**src/rtl/branch_resolve_ctrl_if.sv**
```systemverilog
// Pipeline-side bundle for branch_resolve_ctrl: IF push, EX resolve, flush/redirect,
// predictor update strobe and statistics counters.
interface branch_resolve_ctrl_if;
  logic        if_valid;
  logic        if_is_branch;
  logic [15:0] if_pc;
  logic        if_pred_taken;
  logic [15:0] if_pred_target;
  logic        if_ready;
  logic        ex_valid;
  logic [15:0] ex_pc;
  logic        ex_taken;
  logic [15:0] ex_target;
  logic        flush;
  logic        redirect_valid;
  logic [15:0] redirect_pc;
  logic        upd_valid;
  logic [15:0] upd_pc;
  logic [15:0] upd_target;
  logic        upd_taken;
  logic [15:0] mispred_cnt;
  logic [15:0] branch_cnt;

  modport master (
    output if_valid, if_is_branch, if_pc, if_pred_taken, if_pred_target,
    output ex_valid, ex_pc, ex_taken, ex_target,
    input  if_ready, flush, redirect_valid, redirect_pc,
    input  upd_valid, upd_pc, upd_target, upd_taken, mispred_cnt, branch_cnt
  );

  modport slave (
    input  if_valid, if_is_branch, if_pc, if_pred_taken, if_pred_target,
    input  ex_valid, ex_pc, ex_taken, ex_target,
    output if_ready, flush, redirect_valid, redirect_pc,
    output upd_valid, upd_pc, upd_target, upd_taken, mispred_cnt, branch_cnt
  );
endinterface

```
**src/rtl/branch_resolve_ctrl.sv**
```systemverilog
// In-order branch tracker: compares IF predictions with EX resolution, drives flush/redirect
// and predictor updates. Define BRC_STATS_EN to enable the saturating branch/mispredict counters.
module branch_resolve_ctrl #(
  parameter int unsigned DEPTH     = 4,
  parameter int unsigned FLUSH_CYC = 2
) (
  input logic               clk,
  input logic               rst,
  branch_resolve_ctrl_if.slave bus
);
  localparam int unsigned AW = $clog2(DEPTH);
  localparam int unsigned CW = AW + 1;
  localparam int unsigned FW = $clog2(FLUSH_CYC + 1);

  typedef enum logic {ST_RUN, ST_FLUSH} state_t;

  state_t        r_state, w_state_nxt;
  logic [FW-1:0] r_flush_cnt, w_flush_cnt_nxt;

  logic [15:0]   r_trk_pc   [DEPTH];
  logic          r_trk_ptak [DEPTH];
  logic [15:0]   r_trk_ptgt [DEPTH];
  logic [AW-1:0] r_wr_ptr, r_rd_ptr;
  logic [CW-1:0] r_count;

  logic          r_flush, r_redirect_valid, r_upd_valid, r_upd_taken;
  logic [15:0]   r_redirect_pc, r_upd_pc, r_upd_target;

  logic          w_ready, w_push, w_resolve, w_hit, w_pop, w_mispred;
  logic          w_pred_taken;
  logic [15:0]   w_pred_target, w_corr_pc;

  always_comb begin
    w_ready       = (r_state == ST_RUN) && (r_count < CW'(DEPTH));
    w_push        = bus.if_valid & bus.if_is_branch & w_ready;
    w_resolve     = bus.ex_valid & (r_state == ST_RUN);
    w_hit         = (r_count != '0) && (r_trk_pc[r_rd_ptr] == bus.ex_pc);
    w_pred_taken  = w_hit & r_trk_ptak[r_rd_ptr];
    w_pred_target = w_hit ? r_trk_ptgt[r_rd_ptr] : '0;
    w_mispred     = w_resolve & ((w_pred_taken != bus.ex_taken) |
                                 (bus.ex_taken & (w_pred_target != bus.ex_target)));
    w_pop         = w_resolve & w_hit;
    w_corr_pc     = bus.ex_taken ? bus.ex_target : bus.ex_pc + 16'd1;
  end

  always_comb begin
    w_state_nxt     = r_state;
    w_flush_cnt_nxt = r_flush_cnt;
    case (r_state)
      ST_RUN: begin
        if (w_mispred) begin
          w_state_nxt     = ST_FLUSH;
          w_flush_cnt_nxt = FW'(FLUSH_CYC);
        end
      end
      ST_FLUSH: begin
        if (r_flush_cnt <= FW'(1)) begin
          w_state_nxt     = ST_RUN;
          w_flush_cnt_nxt = '0;
        end else begin
          w_flush_cnt_nxt = r_flush_cnt - FW'(1);
        end
      end
      default: begin
        w_state_nxt     = ST_RUN;
        w_flush_cnt_nxt = '0;
      end
    endcase
  end

  always_ff @(posedge clk) begin
    if (rst) begin
      r_state     <= ST_RUN;
      r_flush_cnt <= '0;
    end else begin
      r_state     <= w_state_nxt;
      r_flush_cnt <= w_flush_cnt_nxt;
    end
  end

  // A mispredict discards every tracked entry, so a same-cycle push is dropped too.
  always_ff @(posedge clk) begin
    if (rst || w_mispred) begin
      r_wr_ptr <= '0;
      r_rd_ptr <= '0;
      r_count  <= '0;
    end else begin
      if (w_push) r_wr_ptr <= r_wr_ptr + AW'(1);
      if (w_pop)  r_rd_ptr <= r_rd_ptr + AW'(1);
      case ({w_push, w_pop})
        2'b10:   r_count <= r_count + CW'(1);
        2'b01:   r_count <= r_count - CW'(1);
        default: r_count <= r_count;
      endcase
    end
  end

  always_ff @(posedge clk) begin
    if (w_push && !w_mispred) begin
      r_trk_pc[r_wr_ptr]   <= bus.if_pc;
      r_trk_ptak[r_wr_ptr] <= bus.if_pred_taken;
      r_trk_ptgt[r_wr_ptr] <= bus.if_pred_target;
    end
  end

  always_ff @(posedge clk) begin
    if (rst) begin
      r_flush          <= 1'b0;
      r_redirect_valid <= 1'b0;
      r_redirect_pc    <= '0;
      r_upd_valid      <= 1'b0;
      r_upd_pc         <= '0;
      r_upd_target     <= '0;
      r_upd_taken      <= 1'b0;
    end else begin
      r_flush          <= (w_state_nxt == ST_FLUSH);
      r_redirect_valid <= w_mispred;
      r_upd_valid      <= w_resolve;
      if (w_mispred) r_redirect_pc <= w_corr_pc;
      if (w_resolve) begin
        r_upd_pc     <= bus.ex_pc;
        r_upd_target <= bus.ex_target;
        r_upd_taken  <= bus.ex_taken;
      end
    end
  end

`ifdef BRC_STATS_EN
  logic [15:0] r_branch_cnt, r_mispred_cnt;

  always_ff @(posedge clk) begin
    if (rst) begin
      r_branch_cnt  <= '0;
      r_mispred_cnt <= '0;
    end else begin
      if (r_upd_valid && (r_branch_cnt != '1))       r_branch_cnt  <= r_branch_cnt + 16'd1;
      if (r_redirect_valid && (r_mispred_cnt != '1)) r_mispred_cnt <= r_mispred_cnt + 16'd1;
    end
  end

  assign bus.branch_cnt  = r_branch_cnt;
  assign bus.mispred_cnt = r_mispred_cnt;
`else
  assign bus.branch_cnt  = '0;
  assign bus.mispred_cnt = '0;
`endif

  assign bus.if_ready       = w_ready;
  assign bus.flush          = r_flush;
  assign bus.redirect_valid = r_redirect_valid;
  assign bus.redirect_pc    = r_redirect_pc;
  assign bus.upd_valid      = r_upd_valid;
  assign bus.upd_pc         = r_upd_pc;
  assign bus.upd_target     = r_upd_target;
  assign bus.upd_taken      = r_upd_taken;
endmodule

```
**src/flat_wrapper.sv**
```systemverilog
// flat-port wrapper written by rule: the top's interface ports become plain ports
module branch_resolve_ctrl_flat 
#(
  parameter int unsigned DEPTH     = 4,
  parameter int unsigned FLUSH_CYC = 2
)
  (clk, rst, bus_if_valid, bus_if_is_branch, bus_if_pc, bus_if_pred_taken, bus_if_pred_target, bus_ex_valid, bus_ex_pc, bus_ex_taken, bus_ex_target, bus_if_ready, bus_flush, bus_redirect_valid, bus_redirect_pc, bus_upd_valid, bus_upd_pc, bus_upd_target, bus_upd_taken, bus_mispred_cnt, bus_branch_cnt);
  branch_resolve_ctrl_if bus_i ();
  input logic clk;
  input logic rst;
  input wire logic [$bits(bus_i.if_valid)-1:0] bus_if_valid;
  input wire logic [$bits(bus_i.if_is_branch)-1:0] bus_if_is_branch;
  input wire logic [$bits(bus_i.if_pc)-1:0] bus_if_pc;
  input wire logic [$bits(bus_i.if_pred_taken)-1:0] bus_if_pred_taken;
  input wire logic [$bits(bus_i.if_pred_target)-1:0] bus_if_pred_target;
  input wire logic [$bits(bus_i.ex_valid)-1:0] bus_ex_valid;
  input wire logic [$bits(bus_i.ex_pc)-1:0] bus_ex_pc;
  input wire logic [$bits(bus_i.ex_taken)-1:0] bus_ex_taken;
  input wire logic [$bits(bus_i.ex_target)-1:0] bus_ex_target;
  output wire logic [$bits(bus_i.if_ready)-1:0] bus_if_ready;
  output wire logic [$bits(bus_i.flush)-1:0] bus_flush;
  output wire logic [$bits(bus_i.redirect_valid)-1:0] bus_redirect_valid;
  output wire logic [$bits(bus_i.redirect_pc)-1:0] bus_redirect_pc;
  output wire logic [$bits(bus_i.upd_valid)-1:0] bus_upd_valid;
  output wire logic [$bits(bus_i.upd_pc)-1:0] bus_upd_pc;
  output wire logic [$bits(bus_i.upd_target)-1:0] bus_upd_target;
  output wire logic [$bits(bus_i.upd_taken)-1:0] bus_upd_taken;
  output wire logic [$bits(bus_i.mispred_cnt)-1:0] bus_mispred_cnt;
  output wire logic [$bits(bus_i.branch_cnt)-1:0] bus_branch_cnt;
  assign bus_i.if_valid = bus_if_valid;
  assign bus_i.if_is_branch = bus_if_is_branch;
  assign bus_i.if_pc = bus_if_pc;
  assign bus_i.if_pred_taken = bus_if_pred_taken;
  assign bus_i.if_pred_target = bus_if_pred_target;
  assign bus_i.ex_valid = bus_ex_valid;
  assign bus_i.ex_pc = bus_ex_pc;
  assign bus_i.ex_taken = bus_ex_taken;
  assign bus_i.ex_target = bus_ex_target;
  assign bus_if_ready = bus_i.if_ready;
  assign bus_flush = bus_i.flush;
  assign bus_redirect_valid = bus_i.redirect_valid;
  assign bus_redirect_pc = bus_i.redirect_pc;
  assign bus_upd_valid = bus_i.upd_valid;
  assign bus_upd_pc = bus_i.upd_pc;
  assign bus_upd_target = bus_i.upd_target;
  assign bus_upd_taken = bus_i.upd_taken;
  assign bus_mispred_cnt = bus_i.mispred_cnt;
  assign bus_branch_cnt = bus_i.branch_cnt;
  branch_resolve_ctrl #(.DEPTH(DEPTH), .FLUSH_CYC(FLUSH_CYC)) u_core (.clk(clk), .rst(rst), .bus(bus_i));
endmodule
```
**config.mk**
```make
export PLATFORM = sky130hd
export DESIGN_NAME = branch_resolve_ctrl_flat
export DESIGN_NICKNAME = d
export VERILOG_FILES = /design/src/rtl/branch_resolve_ctrl_if.sv /design/src/rtl/branch_resolve_ctrl.sv /design/src/flat_wrapper.sv
export SDC_FILE = /design/constraint.sdc
export NUM_CORES = 1
export LEC_CHECK = 0
export CAP_MARGIN = 5
export CELL_PAD_IN_SITES_DETAIL_PLACEMENT = 0
export CELL_PAD_IN_SITES_GLOBAL_PLACEMENT = 1
export CORE_MARGIN = 10
export CORE_UTILIZATION = 42
export DETAILED_ROUTE_END_ITERATION = 12
export PLACE_DENSITY_LB_ADDON = 0.1
export SLEW_MARGIN = 10
export SYNTH_ARGS = -nofsm -noshare
export SYNTH_HDL_FRONTEND = slang
export SYNTH_SLANG_ARGS = --single-unit
```
**constraint.sdc**
```tcl
create_clock -name clk -period 4.4 [get_ports clk]
set_input_delay 0.88 -clock clk [delete_from_list [all_inputs] [get_ports clk]]
set_output_delay 0.88 -clock clk [all_outputs]
set_load 0.005 [all_outputs]
```
* Word-level counts from Yosys, hierarchy flattened *
Memories as Yosys holds them, arrays and structs flattened. A register that Yosys moved wholly into a read port is not among the register bits.
Cells that the tools add are included.

storage, ports and cells
  input port bits = 71
  output and inout bits = 85
  RAM bits = 132
  bits in latches = 0
  ROM bits = 0
  register bits = 61
  memories kept = 3

memories
  memory             words  width  read ports  clocked after Yosys merged registers in  wr ports  RTL line                   text
  u_core.r_trk_pc    4      16     1           1                                        1         branch_resolve_ctrl.sv:20  logic [15:0] r_trk_pc [DEPTH];
  u_core.r_trk_ptgt  4      16     1           1                                        1         branch_resolve_ctrl.sv:22  logic [15:0] r_trk_ptgt [DEPTH];
  u_core.r_trk_ptak  4      1      1           1                                        1         branch_resolve_ctrl.sv:21  logic r_trk_ptak [DEPTH];

operators by class
  divide/modulo/power cells = 0
  equal/unequal tests = 6
  reduce and logical (&&, ||, !) cells = 7
  bitwise gates (word level) = 9
  $add $sub $neg = 6
  order comparisons = 2
  multipliers = 0
  shift-type cells = 0
  multiplexer cells = 17

operators with widths
  operator               number
  $mux 16                2
  $add 16x1->16 const B  1
  $eq 16x16->1           1
  $mux 2                 8
  $ne 16x16->1           1
  $and 1x1->1            7
  $pmux 3 s2             1
  $add 2x1->2 const B    2
  $mux 1                 4
  $pmux 2 s2             1
  $add 3x1->3 const B    1
  $logic_and 1x1->1      3
  $lt 3x3->1 const B     1
  $reduce_bool 3->1      1
  $sub 3x1->3 const B    1
  $eq 2x1->1 const B     1
  $eq 2x2->1 const B     1
  $le 2x1->1 const B     1
  $ne 2x1->1 const B     1
  $pmux 1 s2             1
  $reduce_bool 2->1      1
  $sub 2x1->2 const B    1
  $logic_not 1->1        1
  $logic_or 1x1->1       1
  3 further kinds        3

* Longest topological paths before layout *
Gate-level depths: netlist of run 1.

  word-level depth = 11
  gate-level depth with buffers = 15

* Worst setup path after synthesis of run 1 *
OpenSTA, ideal clock, no wires.

  path kind = input-to-reg
  start = in bus_ex_pc[6]
  end = mem u_core.r_trk_pc[0][0] (enable)
  slack = 0.448 ns
  path buffers = 1
  arrival = 3.558 ns
  setup time = 0.393 ns
  cell stages on the path = 8
  path through = clkbuf_1 -> nor3_1 -> a211o_1 -> or4_4 -> nor4b_4 -> o211ai_4 -> nand2_2 -> and3_1

on the way
  word-level cells in the longest chain between the ends = 11
  elaborated cells on any way between the ends = 13
  those cells by class = 3 x eq/ne; 3 x mux; 4 x bitwise; 3 x reduce/logical

ends and longest elaborated chain
  what                              RTL line                    text
  from (decl)                       flat_wrapper.sv:17          input wire logic [$bits(bus_i.ex_pc)-1:0] bus_ex_pc;
  $eq 16x16->1 (*)                  branch_resolve_ctrl.sv:37   w_hit = (r_count != '0) && (r_trk_pc[r_rd_ptr] == bus.ex_pc);
  $logic_and 1x1->1 (*)             branch_resolve_ctrl.sv:37
  $mux 16                           branch_resolve_ctrl.sv:39   w_pred_target = w_hit ? r_trk_ptgt[r_rd_ptr] : '0;
  $ne 16x16->1                      branch_resolve_ctrl.sv:41   (bus.ex_taken & (w_pred_target != bus.ex_target)));
  $and 1x1->1                       branch_resolve_ctrl.sv:41
  $or 1x1->1 (*)                    branch_resolve_ctrl.sv:40   w_mispred = w_resolve & ((w_pred_taken != bus.ex_taken) |
  $and 1x1->1 (*)                   branch_resolve_ctrl.sv:40
  $logic_not 1->1 (*)               branch_resolve_ctrl.sv:99   if (w_push && !w_mispred) begin
  $logic_and 1x1->1 (*)             branch_resolve_ctrl.sv:99
  $mux 1 (*)                        branch_resolve_ctrl.sv:99
  $mux 1 (not written as such) (*)  branch_resolve_ctrl.sv:100  r_trk_pc[r_wr_ptr] <= bus.if_pc;
  to (decl)                         branch_resolve_ctrl.sv:20

Every way passes the cells marked *; elsewhere a longest branch is shown, timed or not.

==> results of run 1 <==
[stage by stage]
| step | total power, uW | area [sq um] | util, % | cells |
|---|---|---|---|---|
| 6_report | 3980 | 10500 | 53.8 | 1056 |
| 5_1_grt | 4120 | 10500 | 53.8 | 1056 |
| 4_1_cts | 4010 | 10500 | 53.8 | 1056 |
| 3_5_place_dp | 2430 | 9890 | 50.6 | 1024 |
| 3_3_place_gp | 2420 | 9890 | 50.6 | 1024 |
| 2_1_floorplan | 2240 | 8500 | - | 682 |
[area by class of cell]
cell class / instances / area, sq um / share of cell area (%)
inverter: 10 / 37.5 / 0.357
sequential: 195 / 5230 / 49.8
clock inverter: 15 / 190 / 1.81
clock buffer: 17 / 425 / 4.05
tap: 265 / 332 / 3.16
timing repair buffer: 149 / 1480 / 14.1
multi-input combinational: 405 / 2810 / 26.7
[metal layers]
metal | global-route usage [%] | routed length, um
met1 | 21.3 | 9380
met2 | 26.3 | 10300
met5 | 0 | 18
met4 | 4.96 | 232
met3 | 4.19 | 1520
[power by group through the flow]
stage | Clock, uW | Sequential, uW | Combinational (uW)
after CTS | 1630 | 2020 | 362
after detailed placement | 0 | 2070 | 361
final | 1590 | 2020 | 359
after global placement | 0 | 2060 | 355
after global routing | 1700 | 2030 | 393
after floorplan | 0 | 2060 | 171
[worst max-delay path: cells and delay by family (launching register included)]
| family | cells | cell delay (ns) |
|---|---|---|
| xor gates and xnor gates | 3 | 0.47 |
| and+or+nand+nor | 4 | 0.64 |
| adders and majority gates | 2 | 0.56 |
| buffers and inverters | 3 | 0.52 |
| muxes | 1 | 0.57 |
| AOI/OAI and AO/OA | 1 | 0.39 |
| DFF | 1 | 0.57 |
[sequential cells by signal (all words and copies together) (netlist names), named ones only]
name,count
u_core.bus.redirect_pc,16
u_core.bus.redirect_valid,1
u_core.bus.upd_pc,16
u_core.bus.upd_taken,1
u_core.bus.upd_target,16
u_core.bus.upd_valid,1
u_core.r_count,3
u_core.r_flush_cnt,2
u_core.r_rd_ptr,2
u_core.r_state,1
u_core.r_trk_pc,64
u_core.r_trk_ptak,4
u_core.r_trk_ptgt,64
u_core.r_wr_ptr,2
[logic make-up (layout without fill, tap and decap cells)]
family,Yosys count,after routing,synth area share [%]
AOI/OAI and AO/OA,100,100,6.70
xor gates and xnor gates,52,52,5.43
adders and majority gates,7,7,1.13
buffers and inverters,82,191,5.58
DFF,195,195,62.3
muxes,45,45,9.33
other,1,32,0.0447
and+or+nand+nor,169,169,9.45
[cell usage after synthesis (2+ instances only)]
library cell / n
nor3_1: 13
o21ai_1: 5
o21ai_0: 24
nand3_1: 20
a31oi_1: 2
buf_2: 7
a21oi_1: 58
nor2_1: 15
edfxtp_1: 132
nor4_1: 2
xor2_1: 19
xnor2_1: 33
nand4_1: 5
nand2_1: 95
dfxtp_1: 63
a211o_1: 2
mux4_2: 25
and3_1: 8
mux2i_1: 17
buf_4: 33
ha_1: 6
mux2_2: 2
clkbuf_1: 26
buf_6: 3
inv_1: 10
[final timing paths]
check	start	cells after the start	end	slack [ns]
worst max-delay path	register	14	u_core.r_count[2]	0.55
worst min-delay path	u_core.bus.upd_target[14]	2	u_core.bus.upd_target[14]	0.45
worst max register to register	register	14	u_core.r_count[2]	0.55
worst min register to register	u_core.bus.upd_target[14]	2	u_core.bus.upd_target[14]	0.45
==> impl_metrics.csv, run 1 <==
group,metric,value,unit
clocking,cts-root-buf,"clkbuf_16",
critical_path,cp.arrival,4.15,ns
yosys,yosys-top-cells-area,"edfxtp_1, dfxtp_1, mux4_2",
yosys,synth-seq-cells,195,
clocking,postCtsSetupBuffers,0,
clocking,holdBufCountCts,0,
die,core_area,0.0195,sq mm
clocking,clk_pin_slew,0.07,ns
power,p_per_area,379,mW/mm^2
yosys,syn_inst,651,
global_route,grt-ovfl-total,0,
sta,clock_skew,0.0144,ns
routing,vias,5313,
routing,wl_per_cell,20.3,um
sta,worst_slew_pin_slew,0.737,ns
routing,first_pass_iters,5,
power,leakagePower,0.00353,uW
power,power_switching,935,uW
power,swShare,23.5,%
critical_path,crit_type,"register to register",
placement,dp_slack,0.357,ns
sta,slew_violations,0,
outcome,status,"completed",
clocking,cts_sinks,195,
yosys,yosys_most_used_dff,"edfxtp_1",
critical_path,crit_top_cell,"xnor2_1",
routing,drt_iter0_markers,304,
layout,area_delta_synth_final,25.3,%
clocking,cts_made_buffers,17,
die,die_x,161,um
layout,nets,856,
sta,fin_setup_tns,0,ns
yosys,syn_area_per_cell,12.9,sq um
critical_path,worstSetupEndpointType,"register",
critical_path,critPathSlowestCell,"dfxtp_2",
die,dieArea,0.0260,sq mm
sta,final-setup-viol-count,0,
power,power_frac_clock,40.1,%
critical_path,worstPathMaxFanout,28,
layout,mostFrequentLayoutCell,"edfxtp_1",
yosys,synth.distinct_cells,51,
sta,final_hold_viol_count,0,
sta,fin_crit,3.85,ns
placement,gp_congestion,0.789,
yosys,synth_largest_area_cell,"edfxtp_1",
global_route,grt_max_degree,36,
yosys,syn-cell-area,0.00838,sq mm
global_route,antenna_found_initial,1,
clocking,h-tree-depth,4,
global_route,grt_pass1_vias,5445,
power,intPower,3040,uW
clocking,cts_tree,"done",
placement,io_buffers,123,
global_route,grt_pass1_wl,32.5,mm
sta,max_freq,0.260,GHz
flow_run,timing.max_cap.violations,0,
placement,hpwl,15.2,mm
sta,rsz0062_at_grt,"no",
sta,min_period_over_period,87.4,%
layout,drive_gt1_share,12.4,%
power,pwr-share-comb,9.0,%
die,initial_core_util,42.9,%
yosys,synthArstFlopShare,0,%
routing,viasPerCell,5.03,
yosys,yosys.area.top_type_share,47.3,%
critical_path,worst_ep_required_time,4.70,ns
critical_path,critical_path.max_stage_delay,0.57,ns
routing,drt.antenna.violating_nets,0,
power,ir_drop,247,uV
clocking,insertion_delay,0.44,ns
die,rows,51,
sta,hold_ws,0.454,ns
layout,mostFrequentLayoutCells,"edfxtp_1, clkdlybuf4s50_1, nand2_1",
die,io_pins,156,
power,seqPwrFrac,50.9,%
sta,timing.final.ws_setup,0.553,ns
yosys,synth_seq_area_share,62.3,%
critical_path,startpoint_type,"register",
critical_path,path_cells,"buf_12 -> mux4_2 -> xnor2_1 -> nand4_1 -> a211o_1 -> nor4_1 -> buf_4 -> ha_1 -> inv_1 -> fa_1 -> xor2_1 -> nor2_1 -> xnor2_1 -> nor3_1",
layout,diodes,0,
global_route,grtUsageTotal,16.4,%
sta,slew_headroom,50.9,%
yosys,synth_warnings,0,
clocking,clockBufferDepth,2,
die,die_h,161,um
layout,nFillCells,1643,
routing,drc,0,
clocking,cts_resized,0,
hold_path,hp-class,"register to register",
routing,routed_wl,21.4,mm
yosys,synth_edf_count,132,
Note: power is estimated with default switching activity, not from simulation.
==> run 2, diff against run 1 <==
- ABC_CLOCK_PERIOD_IN_PS: default -> 4400
==> results of run 2 <==
Final layout, timing and power as in run 1 (identical DEF).
